--- config.mk ---
export PLATFORM = sky130hd
export DESIGN_NAME = score_argmax
export DESIGN_NICKNAME = d
export VERILOG_FILES = /design/src/rtl/npu_pkg.sv /design/src/rtl/score_cmp.sv /design/src/rtl/score_argmax.sv
export SDC_FILE = /design/constraint.sdc
export NUM_CORES = 1
export LEC_CHECK = 0
export CAP_MARGIN = 20
export CORE_MARGIN = 2
export CORE_UTILIZATION = 52
export DETAILED_ROUTE_END_ITERATION = 7
export PLACE_DENSITY = 0.86
export SETUP_SLACK_MARGIN = 0.4
export SYNTH_ARGS = -nofsm -noshare
export SYNTH_HDL_FRONTEND = slang
export SYNTH_SLANG_ARGS = --single-unit
--- constraint.sdc ---
create_clock -name clk -period 2.7 [get_ports clk]
set_input_delay 0.675 -clock clk [delete_from_list [all_inputs] [get_ports clk]]
set_output_delay 0.675 -clock clk [all_outputs]
set_load 0.005 [all_outputs]
--- src/rtl/npu_pkg.sv ---
// Shared definitions for the classifier output path: FSM encoding and
// default sizing for the score datapath.
package npu_pkg;

    typedef enum logic [1:0] {
        IDLE = 2'd0,
        SCAN = 2'd1,
        HOLD = 2'd2
    } argmax_state_e;

    localparam int NUM_CLASSES_MNIST = 10;
    localparam int SCORE_WIDTH       = 8;

endpackage : npu_pkg

--- src/rtl/score_cmp.sv ---
// Combinational signed greater-than between two class scores.
// Comparing at the native width avoids any extension artefacts on the
// most-negative value.
module score_cmp #(
    parameter int WIDTH = npu_pkg::SCORE_WIDTH
) (
    input  logic signed [WIDTH-1:0] a_i,
    input  logic signed [WIDTH-1:0] b_i,
    output logic                    gt_o
);

    // Strict compare: equal scores never report greater, so ties keep the earlier lane
    always_comb begin
        gt_o = (a_i > b_i);
    end

endmodule : score_cmp

--- src/rtl/score_argmax.sv ---
// Sequential argmax: walks the external score mux one lane per cycle,
// keeps the running maximum and offers the winner on a valid/ready port.
module score_argmax
    import npu_pkg::*;
#(
    parameter int WIDTH       = SCORE_WIDTH,
    parameter int SEL_WIDTH   = 4,
    parameter int NUM_CLASSES = NUM_CLASSES_MNIST
) (
    input  logic                    clk,
    input  logic                    rst_n,
    input  logic                    start,
    output logic [SEL_WIDTH-1:0]    sel,
    input  logic signed [WIDTH-1:0] data_in,
    output logic                    busy,
    output logic                    out_valid,
    input  logic                    out_ready,
    output logic [SEL_WIDTH-1:0]    class_out,
    output logic signed [WIDTH-1:0] max_out
);

    // Final lane index; the scan stops here so unused mux lanes are never read
    localparam logic [SEL_WIDTH-1:0] LAST_SEL = SEL_WIDTH'(NUM_CLASSES - 1);

    argmax_state_e state_q, state_d;

    logic [SEL_WIDTH-1:0]    sel_q, sel_d;
    logic [SEL_WIDTH-1:0]    best_idx_q, best_idx_d;
    logic [SEL_WIDTH-1:0]    class_q, class_d;
    logic signed [WIDTH-1:0] best_val_q, best_val_d;
    logic signed [WIDTH-1:0] max_q, max_d;

    logic                    last_lane;
    logic                    cand_gt;
    logic                    take_cand;
    logic signed [WIDTH-1:0] scan_val;
    logic [SEL_WIDTH-1:0]    scan_idx;

    score_cmp #(
        .WIDTH (WIDTH)
    ) u_cmp (
        .a_i  (data_in),
        .b_i  (best_val_q),
        .gt_o (cand_gt)
    );

    assign last_lane = (sel_q == LAST_SEL);
    // Lane 0 seeds the running best regardless of what was left from a prior scan
    assign take_cand = (sel_q == '0) || cand_gt;
    assign scan_val  = take_cand ? data_in : best_val_q;
    assign scan_idx  = take_cand ? sel_q   : best_idx_q;

    // State register
    always_ff @(posedge clk or negedge rst_n) begin
        if (!rst_n) begin
            state_q <= IDLE;
        end else begin
            state_q <= state_d;
        end
    end

    // Next-state logic; start is only looked at in IDLE
    always_comb begin
        state_d = state_q;
        unique case (state_q)
            IDLE:    if (start)     state_d = SCAN;
            SCAN:    if (last_lane) state_d = HOLD;
            HOLD:    if (out_ready) state_d = IDLE;
            default:                state_d = IDLE;
        endcase
    end

    // Output logic decoded from the current state
    always_comb begin
        busy      = (state_q == SCAN) || (state_q == HOLD);
        out_valid = (state_q == HOLD);
    end

    // Datapath next values: lane counter, running best and the published result
    always_comb begin
        sel_d      = sel_q;
        best_idx_d = best_idx_q;
        best_val_d = best_val_q;
        class_d    = class_q;
        max_d      = max_q;
        unique case (state_q)
            IDLE: begin
                sel_d = '0;
            end
            SCAN: begin
                best_idx_d = scan_idx;
                best_val_d = scan_val;
                if (last_lane) begin
                    // Publish including the compare against the last lane
                    class_d = scan_idx;
                    max_d   = scan_val;
                end else begin
                    sel_d = sel_q + 1'b1;
                end
            end
            HOLD: begin
                if (out_ready) begin
                    sel_d = '0;
                end
            end
            default: begin
                sel_d = '0;
            end
        endcase
    end

    // Datapath registers
    always_ff @(posedge clk or negedge rst_n) begin
        if (!rst_n) begin
            sel_q      <= '0;
            best_idx_q <= '0;
            best_val_q <= '0;
            class_q    <= '0;
            max_q      <= '0;
        end else begin
            sel_q      <= sel_d;
            best_idx_q <= best_idx_d;
            best_val_q <= best_val_d;
            class_q    <= class_d;
            max_q      <= max_d;
        end
    end

    assign sel       = sel_q;
    assign class_out = class_q;
    assign max_out   = max_q;

endmodule : score_argmax
-- Word level (Yosys, flattened, before mapping)
Cells that the tools add are included.
- reduce and logical (&&, ||, !) cells: 7
- shift operators: 0
- mux-type cells: 9
- bitwise gates (word level): 0
- equality and inequality tests: 7
- $mul: 0
- divide/modulo/power cells: 0
- $lt $le $gt $ge: 1
- add/sub/neg operators: 1
- operators by type and width (cell ; count):
    two-way mux 4 bit ; 3
    greater-than comparator 8 bit ; 1
    two-way mux 8 bit ; 1
    case mux 4 bit (2 select lines) ; 1
    two-way mux 2 bit ; 3
    inequality test 2 bit (second input constant) ; 3
    case mux 2 bit (3 select lines) ; 1
    adder 4 x 1 -> 4 bit (second input constant) ; 1
    == test 4 bit (second input constant) ; 1
    zero test 4 bit ; 1
    AND reduction 2 bit ; 2
    AND reduction 3 bit ; 1
    == test 2 x 1 -> 1 bit (second input constant) ; 1
    == test 2 bit (second input constant) ; 1
    zero test 2 bit ; 1
    logical OR 1 bit ; 2
    inequality test 2 x 1 -> 1 bit (second input constant) ; 1
- logic and storage cells: 31
- ROM bits: 0
- register bits: 30
- bits in latches: 0
- memories kept: 0
- output and inout bits: 18
- RAM bits: 0
- bits of input ports: 12

-- Logic depth before layout (Yosys ltp)
Gate-level depths: netlist (run 1).
- depth after elaboration: 3
- depth in mapped cells: 8
- depth with buffers taken out: 7

-- Modules after synthesis
From an unflattened synthesis (run 1), not the netlist that was laid out.
- cell total of the unflattened synthesis: 161
- area total of the unflattened synthesis: 1649.1 um2
- modules (own cells, without submodules) (module ; cells each ; times used ; area an instance (um2)):
    score_argmax ; 131 ; 1 ; 1438.9
    score_cmp ; 30 ; 1 ; 210.2

-- Least setup slack after synthesis (run 1)
No wires, ideal clock.
- kind: input to register
- start: input port data_in[5]
- end: register best_idx_q[0]
- cell stages on the path: 7
- path slack: 0.300 ns
- setup time: 0.125 ns
- required time: 2.575 ns
- path buffers: 1
- arrival: 2.275 ns
- cell sequence: ha_1 -> a211oi_1 -> o22a_1 -> a21oi_2 -> o31ai_4 -> buf_6 -> mux2_4
- longest elaborated chain between the ends: 3
- ends and longest elaborated chain (what ; RTL line ; RTL):
    start: declaration ; score_argmax.sv:14 ; input logic signed [WIDTH-1:0] data_in,
    greater-than comparator 8 bit ; score_cmp.sv:14 ; gt_o = (a_i > b_i);
    logical OR 1 bit ; score_argmax.sv:49 ; assign take_cand = (sel_q == '0) || cand_gt;
    two-way mux 4 bit ; score_argmax.sv:51 ; assign scan_idx = take_cand ? sel_q : best_idx_q;
    end signal: assignment ; score_argmax.sv:122 ; best_idx_q <= best_idx_d;
    end: declaration ; score_argmax.sv:28 ; logic [SEL_WIDTH-1:0] best_idx_q, best_idx_d;
Every way passes these cells.
A chain may end at the register's enable or synchronous reset.

-- Final worst setup path (run 1)
- start: register state_q[1]
- end: output port busy
- longest elaborated chain between the ends: 2
- ends and longest elaborated chain (what ; RTL line ; RTL):
    start: declaration ; score_argmax.sv:25 ; argmax_state_e state_q, state_d;
    start signal: assignment ; score_argmax.sv:58 ; state_q <= state_d;
    == test 2 x 1 -> 1 bit / == test 2 bit (equally long branches) ; score_argmax.sv:75 ; busy = (state_q == SCAN) || (state_q == HOLD);
    logical OR 1 bit * ; score_argmax.sv:75 ;
    end: declaration ; score_argmax.sv:15 ; output logic busy,
Mark *: on every way between the ends. The rest lies on a longest branch, timed or not.

==> metrics, run 1 <==
crit-path max FO 3; nature of the critical path endpoint output pin; leading area contributor after synthesis dfrtp_1; largest net degree at the start of global routing 31; synth warn 0; hold crit path type reg2reg; post-route ant nets 0; relative slew slack 63.00%; Startpoint Class register; RSZ-0062 raised after global routing no; clock latency on the worst-skew pair 340 ps; Worst path top cell family by delay buffers and inverters; placed insts 258; chip width 61.98 um; worst-margin pin slew 553.8 ps; status finished clean; Setup WS post-layout 469.4 ps; WL/cell 16.55 um; Syn Std Cell Area 1748 sq um; initial antenna violation count 0; Setup CP Type reg2out; DP HPWL 3128 um; Num Clock Sinks 30; CP required 2030 ps; Post-synth EDFFs 0; hold path startpoint class_out[1]; CP arrival 1560 ps; area delta synth->final 40.01%; clk slew on worst S/H paths 90 ps; FP Rows 21; Die Span Y 61.98 um; commonest cells in the netlist 30 x dfrtp_1, 19 x nand2_1, 15 x inv_1; sequential share of the synthesized area 42.95%; DR iter-0 viols 60; Mapped Nets 199; Worst Setup SP state_q[1]; total of max-cap violations 0; sequential power share 27.2%; Placer Congestion 0.8078; Die Area 3841 sq um; core footprint 3284 sq um; final std cells w/o fill 269; PD cells 973.3 nW/um^2; vias in the first global route 1528; leak pwr 1.081 nW; switching power 0.0009464 W; synth top area cells dfrtp_1 43%, ha_1 10%, mux2_4 6.9%; gr usage total 25.72%; Post-Syn Area per Cell 10.10 sq um; Fin. Hold Viols 0; first-pass GRT wire length 7196 um; Final Skew 14.46 ps; CP Cell Sequence inv_1, ha_1, clkdlybuf4s50_1; Antenna Cells 0; flops & latches, synth 30; share of the synthesized area in the top cell type 42.95%; Setup Viol. Count Final 0; root buffer cell clkbuf_4; Initial Utilization 53.22%; nets@finish 248; switching share of power 39.73%; DRC 0; final wirelength 4452 um; drt pass-1 iters 4; DR vias 1544; combinational power share 58.7%; grt ovf 0; # port buffers 29; routed vias/inst 5.740; cell internal pwr 0.001436 W; layout cells sized above 1 31.39%; Main synth FF type dfrtp_1; most frequent cell after synthesis dfrtp_1; post-synthesis cell type count 34; CTS tree done; Clk network pwr share 14.1%; io pins 30; period utilization 82.61%; cell count after synthesis 173; post-layout minimum cycle time 2231 ps; H-tree Lvls 2; worst path buffer plus inverter count 2; Worst path max stage delay 490 ps; worst reg2reg startpoint best_val_q[3]; maximum vdd drop 0.0004436 V; Crit-path slowest cell clkdlybuf4s50_1; post-synthesis async set-or-reset flop share 100.0%; CTS Buf Count 5; Peak Freq 448.3 MHz; Hold-fix buffers, CTS 0; pre-CTS setup slack -201.8 ps; clk buf depth 2; max-slew violations 0
[routing by layer]
layer  track usage (%)  vias up  wire, um
li1                  -      732         -
met5                 0        -         0
met2             41.67       49      2294
met4             9.422        0        72
met3             5.383        9       186
met1             33.99      754      1898
[worst reg2reg max path, stage by stage, from the launching register on]
cell     delay, ps
dfrtp_1        420
inv_1          120
ha_4           230
a21oi_2        210
o22a_1         220
a21oi_2         80
o31ai_4        330
buf_12         180
mux2_4         300
[power groups by stage]
stage / clock network, W / logic (W) / registers [W]
after floorplan: 0 / 0.000841 / 0.000622
after global placement: 0 / 0.00117 / 0.000642
after detailed placement: 0 / 0.00123 / 0.000652
after CTS: 0.000337 / 0.00129 / 0.000646
after global routing: 0.000359 / 0.00151 / 0.000665
final: 0.000335 / 0.00140 / 0.000648
[stage by stage]
stage                     total power (W)  util [%]  setup TNS [ps]  hold slack [ps]  cell area, sq um
after floorplan                  0.001462         -               0            379.4              1858
after global placement           0.001808     70.63           -1998            464.9              2320
after detailed placement         0.001882     70.63           -3506            475.2              2320
after CTS                        0.002275     73.68               0            496.9              2420
after global routing             0.002533     74.51               0            525.5              2447
final                            0.002382     74.51               0            490.5              2447
[cell type report]
class                      instances  area (sq um)
clock buffer                       8         78.83
fill                             213         837.1
inverter                          15         56.30
multi-input combinational        119          1067
sequential                        30         750.7
tap                               46         57.56
timing repair buffer              51         436.7
[cells by family (layout without fill, tap and decap cells)]
family	count (synthesis)	after routing	share of synthesized area, %
compound gates	38	38	15.96
flops	30	30	42.95
fa+ha+maj	14	14	10.02
mux	10	10	8.161
simple gates	57	57	17.32
buf+inv	24	74	5.583
[state kept, by name, indices dropped and copies added, names as in the netlist]
| name | count |
|---|---|
| max_out | 8 |
| sel | 4 |
| best_idx_q | 4 |
| state_q | 2 |
| best_val_q | 8 |
| class_out | 4 |
[placed cells by master, fill, tap and decap left out, types with 2 or more instances in the layout]
master           instances
clkdlybuf4s50_1         21
o21a_1                   2
buf_2                    2
o21ai_1                  2
nor2b_1                  4
a21oi_2                  2
ha_4                     7
mux2_4                  10
a21oi_1                  4
nand2_1                 19
o211ai_1                10
nand3_1                 12
nand4_1                 11
a32o_1                   3
buf_4                   20
o21ai_0                  5
inv_1                   15
ha_1                     6
clkbuf_2                 5
dfrtp_1                 30
clkbuf_4                 5
clkbuf_8                 3
[worst paths after layout]
| check | endpoint | slack [ps] | depth (start not counted) |
|---|---|---|---|
| min in group asynchronous | max_out[7] | 710 | 2 |
| max in group asynchronous | best_val_q[0] | 1700 | 2 |
| hold reg to reg | class_out[1] | 490 | 2 |
| setup / recovery | busy | 470 | 3 |
| setup reg to reg | best_val_q[0] | 490 | 8 |
| hold / removal | class_out[1] | 490 | 2 |
[what timing repair did]
item / in CTS / in global routing
setup endpoints to repair: 23 / 27
buffers inserted: 0 / 3
pin swaps: 11 / 11
gates resized for setup: 20 / 17
(Power assumes the default switching activity.)
==> run 2, diff against run 1 <==
==> constraint.sdc (replaced) <==
create_clock -name clk -period 2.27 [get_ports clk]
set_input_delay 0.5675 -clock clk [delete_from_list [all_inputs] [get_ports clk]]
set_output_delay 0.5675 -clock clk [all_outputs]
set_load 0.005 [all_outputs]
==> run 2 against run 1 <==
Net effect: critical path depth grew 5; combinational power grew 58%; non-clock buffer count grew 20; global-route usage grew 4.1 points; clock skew shrank 8.9 ps; largest cell class unchanged; largest power group unchanged.
==> metrics, run 2 (synthesis results as in run 1) <==
vias in the first global route 1671; Final Skew 5.578 ps; Die Area 3841 sq um; Worst path top cell family by delay compound AO/OA/AOI/OAI gates; RSZ-0062 raised after global routing yes; DRC 0; Worst Hold Depth 2; crit-path max FO 8; total of max-cap violations 0; leak pwr 1.182 nW; hold crit path type reg2reg; WHS 484.3 ps; CTS tree done; Area after DPL 2364 sq um; hold path startpoint max_out[3]; DP HPWL 3437 um; placed insts 263; status finished clean; drt pass-1 iters 4; Worst path max stage delay 310 ps; Num Clock Sinks 30; Crit-path slowest cell ha_4; clock latency on the worst-skew pair 330 ps; CP Cell Sequence dlygate4sd2_1, ha_4, nand4_1, o21ai_2, a21oi_2, o31ai_4, buf_12, mux2_4; max-slew violations 0; Peak Freq 453.1 MHz; design area 2661 sq um; final std cells w/o fill 287; Antenna Cells 0; io pins 30; r2r setup slk 70 ps; most frequent cells in the layout 33 x buf_4, 26 x dfrtp_1, 19 x clkdlybuf4s50_1; area delta synth->final 52.25%; CP arrival 2420 ps; nature of the critical path endpoint register; worst path buffer plus inverter count 2; Setup WS post-layout 63.09 ps; PD cells 1242 nW/um^2; Setup Viol. Count Final 0; initial antenna violation count 0; period utilization 97.22%; gr usage total 29.85%; Placer Congestion 0.9291; final wirelength 5612 um; Register-to-Register Path Depth 8; worst-margin pin slew 388.5 ps; post-route ant nets 0; DR iter-0 viols 137; maximum vdd drop 0.001181 V; root buffer cell clkbuf_4; CP required 2480 ps; core footprint 3284 sq um; layout cells sized above 1 39.83%; DR vias 1698; Initial Utilization 53.22%; pre-CTS setup slack -579.7 ps; Reg-to-Reg End best_val_q[0]; Fin. Hold Viols 0; first-pass GRT wire length 8038 um; Hold Crit Endpoint max_out[3]; nets@finish 268; FP Rows 21; relative slew slack 74.10%; WP depth 8; clk buf depth 2; commonest non-fill, non-tap cell in the layout buf_4; Startpoint Class input port; H-tree Lvls 2; largest net degree at the start of global routing 31; clk slew on worst S/H paths 90 ps; Setup CP Type in2reg; chip width 61.98 um; WL/cell 19.55 um; routed vias/inst 5.916; CTS Buf Count 5; post-layout minimum cycle time 2207 ps; worst reg2reg startpoint best_val_q[7]; # port buffers 29; grt ovf 0; Die Span Y 61.98 um
[run 2: cell types whose count changed in the layout (fill, tap and decap cells not counted), moves of 5 or more]
| cell | before | now |
|---|---|---|
| inv_2 | 0 | 5 |
| buf_4 | 20 | 33 |
| buf_6 | 1 | 7 |
| dlygate4sd2_1 | 0 | 5 |
| inv_1 | 15 | 10 |
[run 2: power by group]
group | internal, W | switching (W)
logic | 0.00116 | 0.00106
registers | 0.000657 | 0.000117
clock network | 0.000139 | 0.000177
total | 0.00195 | 0.00135
[run 2: how the worst max path moves through the flow]
stage                        startpoint             to  slack, ps
after floorplan              data_in[5]  best_idx_q[0]         90
after global placement       data_in[7]  best_val_q[4]       -490
after detailed placement     data_in[7]  best_val_q[5]       -580
after CTS                 best_val_q[5]  best_val_q[0]         70
after global routing      best_val_q[5]  best_val_q[0]         30
final                        data_in[3]  best_val_q[0]         60
[run 2: repair_timing]
item                       4_1_cts  5_1_grt
hold buffers                     0        0
pin swaps                       33       21
gates resized for setup         41       11
buffers inserted                10        8
setup endpoints to repair       30       26
[run 2: worst min-delay path: cells and delay by family (launching register included)]
kind             cells  cell delay [ps]
flip-flops           1              350
AND/OR/NAND/NOR      2              100
[run 2: cell type report]
| type | instances | area [sq um] |
|---|---|---|
| clock buffer | 6 | 51.30 |
| fill | 188 | 623.1 |
| inverter | 15 | 56.30 |
| multi-input combinational | 119 | 1104 |
| sequential | 30 | 755.7 |
| tap | 46 | 57.56 |
| timing repair buffer | 71 | 636.9 |
[run 2: per-stage QoR]
stage / total power (W) / TNS, ps / util (%)
global placement: 0.002252 / -9356 / 71.96
global route: 0.003442 / 0 / 81.03
finish: 0.003305 / 0 / 81.03
detailed placement: 0.002369 / -10990 / 71.96
floorplan: 0.001784 / 0 / -
CTS: 0.003015 / 0 / 78.63
[run 2: routing by layer]
layer | vias up | global-route usage, % | wire (um)
li1 | 767 | - | -
met1 | 833 | 36.52 | 2200
met2 | 78 | 47.47 | 2842
met3 | 20 | 7.867 | 394
met4 | 0 | 17.02 | 176
met5 | - | 0 | 0
==> run 3, diff against run 2 <==
==> constraint.sdc (replaced) <==
create_clock -name clk -period 2.5 [get_ports clk]
set_input_delay 0.625 -clock clk [delete_from_list [all_inputs] [get_ports clk]]
set_output_delay 0.625 -clock clk [all_outputs]
set_load 0.005 [all_outputs]
==> run 3 against run 2 <==
Net effect: total power decreased by 6.2%; largest power group unchanged; sequential share of layout area shrank 0.13 points; critical path depth grew 1; flip-flop and latch count unchanged; global-route usage is 1.2 points higher; die area unchanged; worst hold slack better by 6.6 ps; sequential power fell by 10%.
==> metrics, run 3 (synthesis results as in run 1) <==
area of the multi-input gates 1109 sq um; WL/cell 19.39 um; nature of the critical path endpoint register; worst-margin pin slew 553.1 ps; clock latency on the worst-skew pair 340 ps; grt ovf 0; chip width 61.98 um; clk slew on worst S/H paths 90 ps; Die Area 3841 sq um; DR iter-0 viols 204; leak pwr 1.180 nW; routed vias/inst 6.120; Worst Setup SP data_in[2]; core footprint 3284 sq um; max-slew violations 0; relative slew slack 63.05%; crit-path max FO 5; root buffer cell clkbuf_4; pre-CTS setup slack -399.2 ps; area delta synth->final 52.18%; total of max-cap violations 0; Final Skew 16.36 ps; largest net degree at the start of global routing 31; Num Clock Sinks 30; DRC 0; hold path startpoint max_out[6]; drt pass-1 iters 4; Setup Viol. Count Final 0; hold crit path type reg2reg; post-layout minimum cycle time 2267 ps; Setup CP Type in2reg; final std cells w/o fill 283; final wirelength 5486 um; CTS tree done; CP required 2720 ps; io pins 30; CTS Buf Count 5; register area 752.0 sq um; final design utilization 80.99%; most frequent cells in the layout 29 x dfrtp_1, 28 x buf_4, 19 x clkdlybuf4s50_1; gr usage total 31.02%; r2r setup slk 240 ps; Peak Freq 441.1 MHz; worst reg2reg startpoint best_val_q[2]; Hold-fix buffers, CTS 0; clk buf depth 2; initial antenna violation count 0; vias in the first global route 1728; CP arrival 2490 ps; layout cells sized above 1 37.13%; nets@finish 263; DP HPWL 3212 um; Fin. Hold Viols 0; H-tree Lvls 2; Placer Congestion 0.8029; period utilization 90.68%; Setup WS post-layout 233.0 ps; Die Span Y 61.98 um; RSZ-0062 raised after global routing yes; first-pass GRT wire length 8438 um; commonest non-fill, non-tap cell in the layout dfrtp_1; Antenna Cells 0; status finished clean; placed insts 262; PD cells 1165 nW/um^2; # port buffers 29; post-route ant nets 0; Initial Utilization 53.22%; Layout fillers 178; Startpoint Class input port; maximum vdd drop 0.0006977 V; DR vias 1732; FP Rows 21
## run 3: cell count changes in the layout (fill, tap and decap cells not counted), moves of 2 or more
cell	change
inv_1	+3
dfrtp_1	+3
buf_4	-5
buf_2	+4
clkbuf_2	-2
inv_2	-3
dfrtp_2	-3
dlygate4sd2_1	-2
## run 3: worst max-delay path, stage by stage
cell             delay [ps]
clkdlybuf4s15_1         240
ha_4                    320
nand4_1                 160
o21ai_2                 230
a21oi_4                  70
o31ai_4                 270
buf_6                   150
buf_12                  110
mux2_4                  300
## run 3: area by class of cell
cell class,count,area share (%)
Clock buffer,6,1.929
Clock inverter,1,1.129
Inverter,15,2.117
Multi-Input combinational cell,119,41.67
Sequential cell,30,28.27
Tap cell,46,2.164
Timing Repair Buffer,66,22.72
## run 3: stage by stage
stage | instance area, sq um | power (W) | TNS (ps) | hold WS [ps]
after detailed placement | 2356 | 0.002112 | -7392 | 466.7
after floorplan | 1864 | 0.001594 | 0 | 329.4
final | 2660 | 0.003100 | 0 | 490.9
after CTS | 2614 | 0.002895 | 0 | 487.3
after global placement | 2356 | 0.002027 | -5207 | 463.0
after global routing | 2660 | 0.003224 | 0 | 528.5
## run 3: path summary, 6_finish.rpt
kind | to | depth (start not counted)
hold reg to reg | max_out[6] | 2
hold / removal | max_out[6] | 2
min in group asynchronous | max_out[3] | 2
setup / recovery | best_val_q[6] | 9
max in group asynchronous | sel[0] | 2
setup reg to reg | best_val_q[6] | 9
## run 3: layer usage
layer	vias up	track usage, %	part of all wire [%]
met5	-	0	0
met4	0	16.72	4.1
met3	22	6.832	5.6
met2	95	49.70	51
met1	856	38.87	39
li1	759	-	-
## run 3: report_power, final
group          leakage [nW]  internal (W)  switching (W)
registers             0.332      0.000595      0.0000998
clock network        0.0443      0.000233       0.000174
logic                 0.803       0.00104       0.000962
total                  1.18       0.00186        0.00124
## run 3: what timing repair did
item | 4_1_cts | 5_1_grt
setup buffers | 10 | 3
pin swaps | 30 | 19
gates resized for setup | 47 | 7
endpoints found under the setup margin | 28 | 27
cloned | 1 | 0
